[src/rtl/ahb_button_pkg.sv]
// Shared constants and types for the AHB button bank: register offsets,
// bus encodings and the per-channel press-classification states.
package ahb_button_pkg;

  localparam logic [1:0] REG_STATUS = 2'd0;
  localparam logic [1:0] REG_PRESS  = 2'd1;
  localparam logic [1:0] REG_LONG   = 2'd2;
  localparam logic [1:0] REG_IRQ_EN = 2'd3;

  localparam logic [1:0] HTRANS_IDLE = 2'b00;
  localparam logic [2:0] HSIZE_WORD  = 3'b010;

  typedef enum logic [1:0] {
    IDLE,
    PRESSED,
    LONG_HELD
  } btn_state_t;

endpackage

[src/rtl/button_channel.sv]
// One button: 2-flop synchroniser, restartable debounce counter and a
// short/long press classifier emitting single-cycle event pulses.
module button_channel
  import ahb_button_pkg::*;
#(
  parameter int unsigned DEBOUNCE_CYCLES = 670,
  parameter int unsigned LONG_CYCLES     = 30000,
  parameter int unsigned CNT_W           = 20
) (
  input  logic HCLK,
  input  logic HRESETn,
  input  logic nButton,
  output logic level,
  output logic press_pulse,
  output logic long_pulse
);

  localparam logic [CNT_W-1:0] DEB_LAST  = CNT_W'(DEBOUNCE_CYCLES - 1);
  localparam logic [CNT_W-1:0] LONG_LAST = CNT_W'(LONG_CYCLES - 1);

  logic             sync1, sync2;
  logic             pressed_raw;
  logic [CNT_W-1:0] deb_cnt;
  logic [CNT_W-1:0] hold_cnt, hold_cnt_nxt;
  btn_state_t       state, state_nxt;

  assign pressed_raw = ~sync2;

  always_ff @(posedge HCLK or negedge HRESETn) begin
    if (!HRESETn) begin
      sync1 <= 1'b1;
      sync2 <= 1'b1;
    end else begin
      sync1 <= nButton;
      sync2 <= sync1;
    end
  end

  // Any cycle where the input agrees with the accepted level restarts the count.
  always_ff @(posedge HCLK or negedge HRESETn) begin
    if (!HRESETn) begin
      deb_cnt <= '0;
      level   <= 1'b0;
    end else if (pressed_raw != level) begin
      if (deb_cnt == DEB_LAST) begin
        deb_cnt <= '0;
        level   <= ~level;
      end else begin
        deb_cnt <= deb_cnt + 1'b1;
      end
    end else begin
      deb_cnt <= '0;
    end
  end

  always_ff @(posedge HCLK or negedge HRESETn) begin
    if (!HRESETn) begin
      state    <= IDLE;
      hold_cnt <= '0;
    end else begin
      state    <= state_nxt;
      hold_cnt <= hold_cnt_nxt;
    end
  end

  always_comb begin
    state_nxt    = state;
    hold_cnt_nxt = hold_cnt;
    press_pulse  = 1'b0;
    long_pulse   = 1'b0;
    case (state)
      IDLE: begin
        if (level) begin
          state_nxt    = PRESSED;
          hold_cnt_nxt = '0;
        end
      end
      PRESSED: begin
        if (!level) begin
          state_nxt   = IDLE;
          press_pulse = 1'b1;
        end else if (hold_cnt == LONG_LAST) begin
          state_nxt  = LONG_HELD;
          long_pulse = 1'b1;
        end else begin
          hold_cnt_nxt = hold_cnt + 1'b1;
        end
      end
      LONG_HELD: begin
        if (!level) state_nxt = IDLE;
      end
      default: state_nxt = IDLE;
    endcase
  end

endmodule

[src/rtl/ahb_button_bank.sv]
// AHB-Lite slave exposing debounced button levels, W1C short/long press
// flags and a maskable, registered level interrupt.
module ahb_button_bank
  import ahb_button_pkg::*;
#(
  parameter int unsigned NUM_BUTTONS     = 4,
  parameter int unsigned DEBOUNCE_CYCLES = 670,
  parameter int unsigned LONG_CYCLES     = 30000,
  parameter int unsigned CNT_W           = 20
) (
  input  logic                   HCLK,
  input  logic                   HRESETn,
  input  logic [31:0]            HADDR,
  input  logic [31:0]            HWDATA,
  input  logic [2:0]             HSIZE,
  input  logic [1:0]             HTRANS,
  input  logic                   HWRITE,
  input  logic                   HREADY,
  input  logic                   HSEL,
  output logic [31:0]            HRDATA,
  output logic                   HREADYOUT,
  input  logic [NUM_BUTTONS-1:0] nButton,
  output logic                   IRQ
);

  localparam int unsigned N = NUM_BUTTONS;

  logic [N-1:0] level, press_pulse, long_pulse;
  logic [N-1:0] press_flag, long_flag, en_p, en_l;
  logic         dp_valid, dp_write, dp_word;
  logic [1:0]   dp_addr;
  logic         wr_act, wr_press, wr_long, wr_en;
  logic         unused_bits;

  for (genvar i = 0; i < N; i++) begin : g_ch
    button_channel #(
      .DEBOUNCE_CYCLES(DEBOUNCE_CYCLES),
      .LONG_CYCLES    (LONG_CYCLES),
      .CNT_W          (CNT_W)
    ) u_ch (
      .HCLK       (HCLK),
      .HRESETn    (HRESETn),
      .nButton    (nButton[i]),
      .level      (level[i]),
      .press_pulse(press_pulse[i]),
      .long_pulse (long_pulse[i])
    );
  end

  assign HREADYOUT   = 1'b1;
  assign unused_bits = ^{HADDR[31:4], HADDR[1:0], HWDATA};

  always_ff @(posedge HCLK or negedge HRESETn) begin
    if (!HRESETn) begin
      dp_valid <= 1'b0;
      dp_write <= 1'b0;
      dp_word  <= 1'b0;
      dp_addr  <= '0;
    end else if (HREADY) begin
      dp_valid <= HSEL && (HTRANS != HTRANS_IDLE);
      dp_write <= HWRITE;
      dp_word  <= (HSIZE == HSIZE_WORD);
      dp_addr  <= HADDR[3:2];
    end
  end

  assign wr_act   = dp_valid && dp_write && dp_word;
  assign wr_press = wr_act && (dp_addr == REG_PRESS);
  assign wr_long  = wr_act && (dp_addr == REG_LONG);
  assign wr_en    = wr_act && (dp_addr == REG_IRQ_EN);

  // New events are OR-ed in after the clear so a coincident set survives.
  always_ff @(posedge HCLK or negedge HRESETn) begin
    if (!HRESETn) begin
      press_flag <= '0;
      long_flag  <= '0;
      en_p       <= '0;
      en_l       <= '0;
      IRQ        <= 1'b0;
    end else begin
      press_flag <= (press_flag & ~(wr_press ? HWDATA[N-1:0] : '0)) | press_pulse;
      long_flag  <= (long_flag  & ~(wr_long  ? HWDATA[N-1:0] : '0)) | long_pulse;
      if (wr_en) begin
        en_p <= HWDATA[N-1:0];
        en_l <= HWDATA[N+15:16];
      end
      IRQ <= (|(press_flag & en_p)) | (|(long_flag & en_l));
    end
  end

  always_comb begin
    HRDATA = '0;
    if (dp_valid && !dp_write) begin
      case (dp_addr)
        REG_STATUS: HRDATA[N-1:0] = level;
        REG_PRESS:  HRDATA[N-1:0] = press_flag;
        REG_LONG:   HRDATA[N-1:0] = long_flag;
        REG_IRQ_EN: begin
          HRDATA[N-1:0]   = en_p;
          HRDATA[N+15:16] = en_l;
        end
        default: HRDATA = '0;
      endcase
    end
  end

endmodule

[config.mk]
export PLATFORM = sky130hd
export DESIGN_NAME = ahb_button_bank
export DESIGN_NICKNAME = d
export VERILOG_FILES = /design/src/rtl/ahb_button_pkg.sv /design/src/rtl/button_channel.sv /design/src/rtl/ahb_button_bank.sv
export SDC_FILE = /design/constraint.sdc
export NUM_CORES = 1
export LEC_CHECK = 0
export ABC_AREA = 1
export CORE_ASPECT_RATIO = 1.25
export CORE_UTILIZATION = 63
export CTS_CLUSTER_DIAMETER = 50
export DETAILED_ROUTE_END_ITERATION = 16
export MAX_ROUTING_LAYER = met4
export PLACE_DENSITY = 0.85
export SETUP_SLACK_MARGIN = 0.3
export SLEW_MARGIN = 20
export SYNTH_ARGS = -nofsm -noshare
export SYNTH_HDL_FRONTEND = slang
export SYNTH_SLANG_ARGS = --single-unit
[constraint.sdc]
create_clock -name HCLK -period 3.2 [get_ports HCLK]
set_clock_uncertainty 0.2 [all_clocks]
set_input_delay 0.64 -clock HCLK [delete_from_list [all_inputs] [get_ports HCLK]]
set_output_delay 0.64 -clock HCLK [all_outputs]
set_load 0.02 [all_outputs]
==> impl_metrics.ini, run 1 <==
[status]
run_status = complete, but fails checks
violations = design-rule violations

[global_routing]
antenna_found_initial = 0
grt_pass1_wl_um = 47900
grt_max_degree = 64
grt_overflow_total = 0
grt_pass1_vias = 10700
grtUsageTotal = 0.307

[synth]
synth_top_family_by_area = simple AND/OR/NAND/NOR gates
synth_top_cell_by_area = dfrtp_1
synth_xor_area_frac = 0.0482
synthAdderAreaFrac = 0.0125
synthCells = 1667
yosysWarnings = 0
synth.most_common_cell = nand2_1
synth_commonest_cells = nand2_1, nor2_1, dfrtp_1
ys_seq_area_frac = 0.422
synth_top_area_share = 0.404
synth-simple-area-share = 0.363
syn_area_mm2 = 0.0120
syn_area_per_cell_um2 = 7.20
synthTopCellsByArea = dfrtp_1, nand2_1, nor2_1
synth-compound-area-share = 0.0639
synth_ff_type = dfrtp_1
ys_types = 45
synth-edff-count = 0
async_flop_share = 1.00
ys_ff_latch = 202
synth.mux.area_fraction = 0.00188

[clocking]
clkLatencyLatePin_ps = 520
tritoncts = built
clk_pin_slew_ps = 60
cts_max_level = 1
cts_root_buf = clkbuf_16
postCtsSetupBuffers = 0
clk_path_buf_depth = 3
numCtsBuffers = 25
clock-sinks = 202

[finish]
drive_gt1_frac = 0.0630
n_fill_cell = 1506
seq_area_mm2 = 0.00506
final_core_util = 0.708
fin_nets = 1801
multi_input_area_mm2 = 0.00598
antennaDiodeCount = 0
syn_to_final_growth_pct = 10.4

[routing]
ant_nets = 0
via_per_inst = 5.59
num_vias = 11000
drt_iter0_drc = 754
wl_per_cell_um = 14.4
postRouteWirelength_um = 28200
firstDrtPassIters = 11
drc = 3

[flow_run]
drv_cap = 0

[power]
p_leak_nw = 5.63
power.density_mw_per_mm2 = 430
peakVddDrop_v = 0.000442

[critical_path]
worstSetupStartpointType = flop
end_kind = output port
worstPathMaxFanout = 7
worstPathArrival_ps = 2060
crit_type = reg2out
worst-endpoint-required_ps = 2360

[floorplan]
ios = 112
dieWidth_um = 125
dieArea_mm2 = 0.0196
rows = 56
die_h_um = 156
coreArea_mm2 = 0.0187
initial_utilization = 0.642

[sta]
tns_ps = 0
post-route-period-util = 0.905
grt_setup_unrepaired = yes
fmax_mhz = 345
slew_headroom = 0.458
final-setup-viol-count = 0
finalCriticalPeriod_ps = 2900
finalMaxSlewViolations = 0
worstMarginPinSlew_ps = 812
hold_violations = 0

[min_path]
min_path_type = reg2reg

[placement]
dp_hpwl_um = 20100
gp_congestion = 0.971
portBuffers = 32
worst max-delay path, stage by stage (launching register included):
cell and delay [ps]:
dfrtp_1 420, nand2_1 110, inv_1 200, nand2_1 80, a311oi_1 400, clkdlybuf4s15_2 320
path summary, 6_finish.rpt:
| path | to | slack (ps) | depth (start not counted) | from |
|---|---|---|---|---|
| min in group asynchronous | g_ch[3].u_ch.deb_cnt[5]$_DFF_PN0_ | 470 | 2 | HRESETn |
| max | HRDATA[0] | 300 | 5 | dp_addr[1]$_DFFE_PN0P_ |
| max in group asynchronous | g_ch[3].u_ch.sync1$_DFF_PN1_ | 1550 | 3 | HRESETn |
| min | g_ch[0].u_ch.sync2$_DFF_PN1_ | 150 | 0 | g_ch[0].u_ch.sync1$_DFF_PN1_ |
| max reg2reg | g_ch[2].u_ch.hold_cnt[8]$_DFFE_PN0P_ | 1000 | 8 | g_ch[2].u_ch.hold_cnt[1]$_DFFE_PN0P_ |
| min reg2reg | g_ch[0].u_ch.sync2$_DFF_PN1_ | 150 | 0 | g_ch[0].u_ch.sync1$_DFF_PN1_ |
report_power, final:
part	switching, mW	internal, mW
logic	0.187	0.0887
registers	0.0445	2.61
clock network	1.17	1.59
cells by family (layout without fill, tap and decap cells):
group	after synthesis	in the layout
AND/OR/NAND/NOR	1021	1021
buffers and inverters	230	269
flip-flops	202	202
AO/OA/AOI/OAI	132	132
XOR/XNOR	66	66
adder cells (fa/ha/maj)	12	12
other	2	25
multiplexers	2	2
area by class of cell:
class | count | share of cell area
clock buffer | 29 | 0.0499
timing repair buffer | 39 | 0.0300
clock inverter | 16 | 0.0111
multi-input combinational | 1258 | 0.451
sequential | 202 | 0.382
inverter | 185 | 0.0536
tap | 232 | 0.0219
flip-flops by register name, summed over array words and instances (netlist names):
signal and cells:
g_ch.u_ch.deb_cnt 80, dp_valid 1, g_ch.u_ch.sync1 4, g_ch.u_ch.sync2 4
g_ch.u_ch.state 8, en_l 4, g_ch.u_ch.level 4, press_flag 4
en_p 4, dp_word 1, dp_write 1, IRQ 1
long_flag 4, g_ch.u_ch.hold_cnt 80, dp_addr 2
repair_timing:
action                     in CTS  in global routing
hold buffers                    1                  0
hold endpoints to repair       59                  0
gates resized for setup        10                  5
setup endpoints to repair       7                  4
stage by stage:
stage	std cells	worst slack (ps)	instance area (um2)	hold WS (ps)	power, mW
final	1961	305	13200	148	5.70
after floorplan	1690	1060	12100	144	2.86
after global placement	1915	523	12400	146	2.97
after global routing	1961	208	13200	155	5.89
after CTS	1961	226	13200	151	5.74
after detailed placement	1915	480	12400	148	2.98
placed cells by master (no fill, tap or decap), types with 7 or more instances in the layout:
cell,count
clkbuf_16,25
nor2_2,7
nand3_1,120
xnor2_1,22
ha_1,12
dfstp_2,8
a21oi_1,12
dfrtp_1,194
o21ai_2,12
and2_1,7
o21ai_1,23
nand3b_1,10
or2_2,10
clkinv_2,7
nand2_1,454
nand4_1,58
nor3_1,48
inv_1,176
o21bai_1,12
conb_1,25
clkdlybuf4s50_1,23
xor2_1,44
nor2_1,292
o21ai_0,61
metal layers:
| metal | vias to the layer above | wire (um) | global-route usage |
|---|---|---|---|
| li1 | 5384 | - | - |
| met1 | 5164 | 11400 | 0.348 |
| met2 | 316 | 14600 | 0.549 |
| met3 | 96 | 1180 | 0.0352 |
| met4 | 0 | 947 | 0.130 |
| met5 | - | 0 | - |
Note: power is estimated with default switching activity, not from simulation.
==> run 2, diff against run 1 <==
- GPL_TIMING_DRIVEN: unset -> 0
- SKIP_CTS_REPAIR_TIMING: unset -> 1
==> impl_metrics.ini, run 2 (same netlist as run 1, synthesis figures left out) <==
[placement]
dp_hpwl_um = 20300
numPlacedInstances = 1955
gp_congestion = 0.956
portBuffers = 31
dp_slack_ps = 381

[sta]
slew_headroom = 0.620
hold_violations = 0
post-route-period-util = 0.947
fmax_mhz = 330
setup_slack_ps = 170
fin_hold_ws_ps = 154
grt_setup_unrepaired = yes
finalCriticalPeriod_ps = 3030
worstMarginPinSlew_ps = 566
final-setup-viol-count = 0
finalMaxSlewViolations = 0

[clocking]
clkLatencyLatePin_ps = 510
clk_path_buf_depth = 3
cts_root_buf = clkbuf_16
cts_max_level = 1
clock-sinks = 202
clk_pin_slew_ps = 60
numCtsBuffers = 25
tritoncts = built

[status]
run_status = complete, but fails checks
violations = design-rule violations

[power]
power_switching_mw = 1.36
p_leak_nw = 5.93
peakVddDrop_v = 0.000482
combPwrFrac = 0.051
clkPwrFrac = 0.497
switching_share = 0.232
power.density_mw_per_mm2 = 431
power_mw = 5.89
intPower_mw = 4.52
power_frac_seq = 0.452

[finish]
fin_nets = 1841
final_common_cell = nand2_1
antennaDiodeCount = 0
reg_top3 = g_ch.u_ch.deb_cnt x80, g_ch.u_ch.hold_cnt x80, g_ch.u_ch.state x8
final-instance-count-excl-fill = 2001
n_fill_cell = 1483
syn_to_final_growth_pct = 13.8
drive_gt1_frac = 0.0825
final_cell_mix = nand2_1, nor2_1, dfrtp_1, inv_1, nand3_1
final_core_util = 0.730

[min_path]
min_path_type = reg2reg
min_to = g_ch[2].u_ch.sync2$_DFF_PN1_
min_path_cells = 0
hold_start = g_ch[2].u_ch.sync1$_DFF_PN1_

[routing]
wl_per_cell_um = 14.1
via_per_inst = 5.51
num_vias = 11000
postRouteWirelength_um = 28200
firstDrtPassIters = 13
ant_nets = 0
drc = 4
drt_iter0_drc = 755

[floorplan]
ios = 112
rows = 56
initial_utilization = 0.642
dieWidth_um = 125
die_h_um = 156
coreArea_mm2 = 0.0187
dieArea_mm2 = 0.0196

[global_routing]
grtUsageTotal = 0.305
grt_overflow_total = 0
grt_pass1_wl_um = 47900
grt_pass1_vias = 10600
antenna_found_initial = 0
grt_max_degree = 89

[critical_path]
critPathBufInv = 1
worstPathArrival_ps = 2190
path_delay_family = buffers and inverters
worst-endpoint-required_ps = 2360
cpPeakStageDelay_ps = 690
r2r-start = g_ch[0].u_ch.deb_cnt[0]$_DFF_PN0_
crit_type = reg2out
worstPathCellList = nand2_1 -> nor3_1 -> clkdlybuf4s50_1
r2r_cells = 6
end_kind = output port
worstSetupStartpointType = flop
worstPathMaxFanout = 6
r2r-end = g_ch[0].u_ch.deb_cnt[16]$_DFF_PN0_
slowest_stage = clkdlybuf4s50_1
reg2reg_setup_slack_ps = 1020

[flow_run]
drv_cap = 0
[run 2: changes by cell type in the layout (fill, tap and decap cells not counted), moves of 3 or more]
cell / delta
dlygate4sd2_1: -4
dlymetal6s2s_1: +5
buf_6: +6
clkbuf_1: +6
clkinv_2: -5
buf_4: +21
inv_6: +3
buf_2: +6
[run 2: worst max-delay path by stage]
stage	from	end	cells after the start
floorplan	dp_addr[1]$_DFFE_PN0P_	HRDATA[0]	4
global placement	HRESETn	g_ch[0].u_ch.deb_cnt[12]$_DFF_PN0_	1
detailed placement	dp_addr[1]$_DFFE_PN0P_	HRDATA[2]	5
CTS	dp_addr[1]$_DFFE_PN0P_	HRDATA[2]	5
global route	dp_write$_DFFE_PN0P_	HRDATA[19]	4
finish	dp_addr[1]$_DFFE_PN0P_	HRDATA[19]	3
[run 2: cell type report]
type,count,area (um2),area share
clock inverter,14,185,0.0136
inverter,185,709,0.0520
clock buffer,31,688,0.0504
timing repair buffer,34,390,0.0286
tap,232,290,0.0213
multi-input combinational,1258,5980,0.438
sequential,202,5060,0.371
buffer,45,343,0.0251
[run 2: layer usage]
metal  routed length [um]  track usage  part of all wire
met1                11800        0.362              0.42
met2                14100        0.527              0.50
met3                 1400       0.0400             0.050
met4                  970        0.120             0.034
met5                    0            -                 0
[run 2: worst register-to-register path, stage by stage, from the launching register on]
cell and delay, ps:
dfrtp_1 450, ha_1 350, nand2_1 140, nor3_1 460
nand3_1 180, xor2_1 210, nor2_1 60
[run 2: power groups by stage]
stage	registers (mW)	clock network, mW	logic [mW]
2_1_floorplan	2.69	0	0.168
3_3_place_gp	2.70	0	0.283
3_5_place_dp	2.70	0	0.299
4_1_cts	2.66	2.98	0.303
5_1_grt	2.67	3.08	0.344
6_report	2.66	2.92	0.303
[run 2: metrics by stage]
stage          instance area, um2  setup TNS, ps
6_report                    13700              0
2_1_floorplan               12100              0
3_5_place_dp                12700              0
3_3_place_gp                12700       -1388930
4_1_cts                     13600           -354
5_1_grt                     13700              0
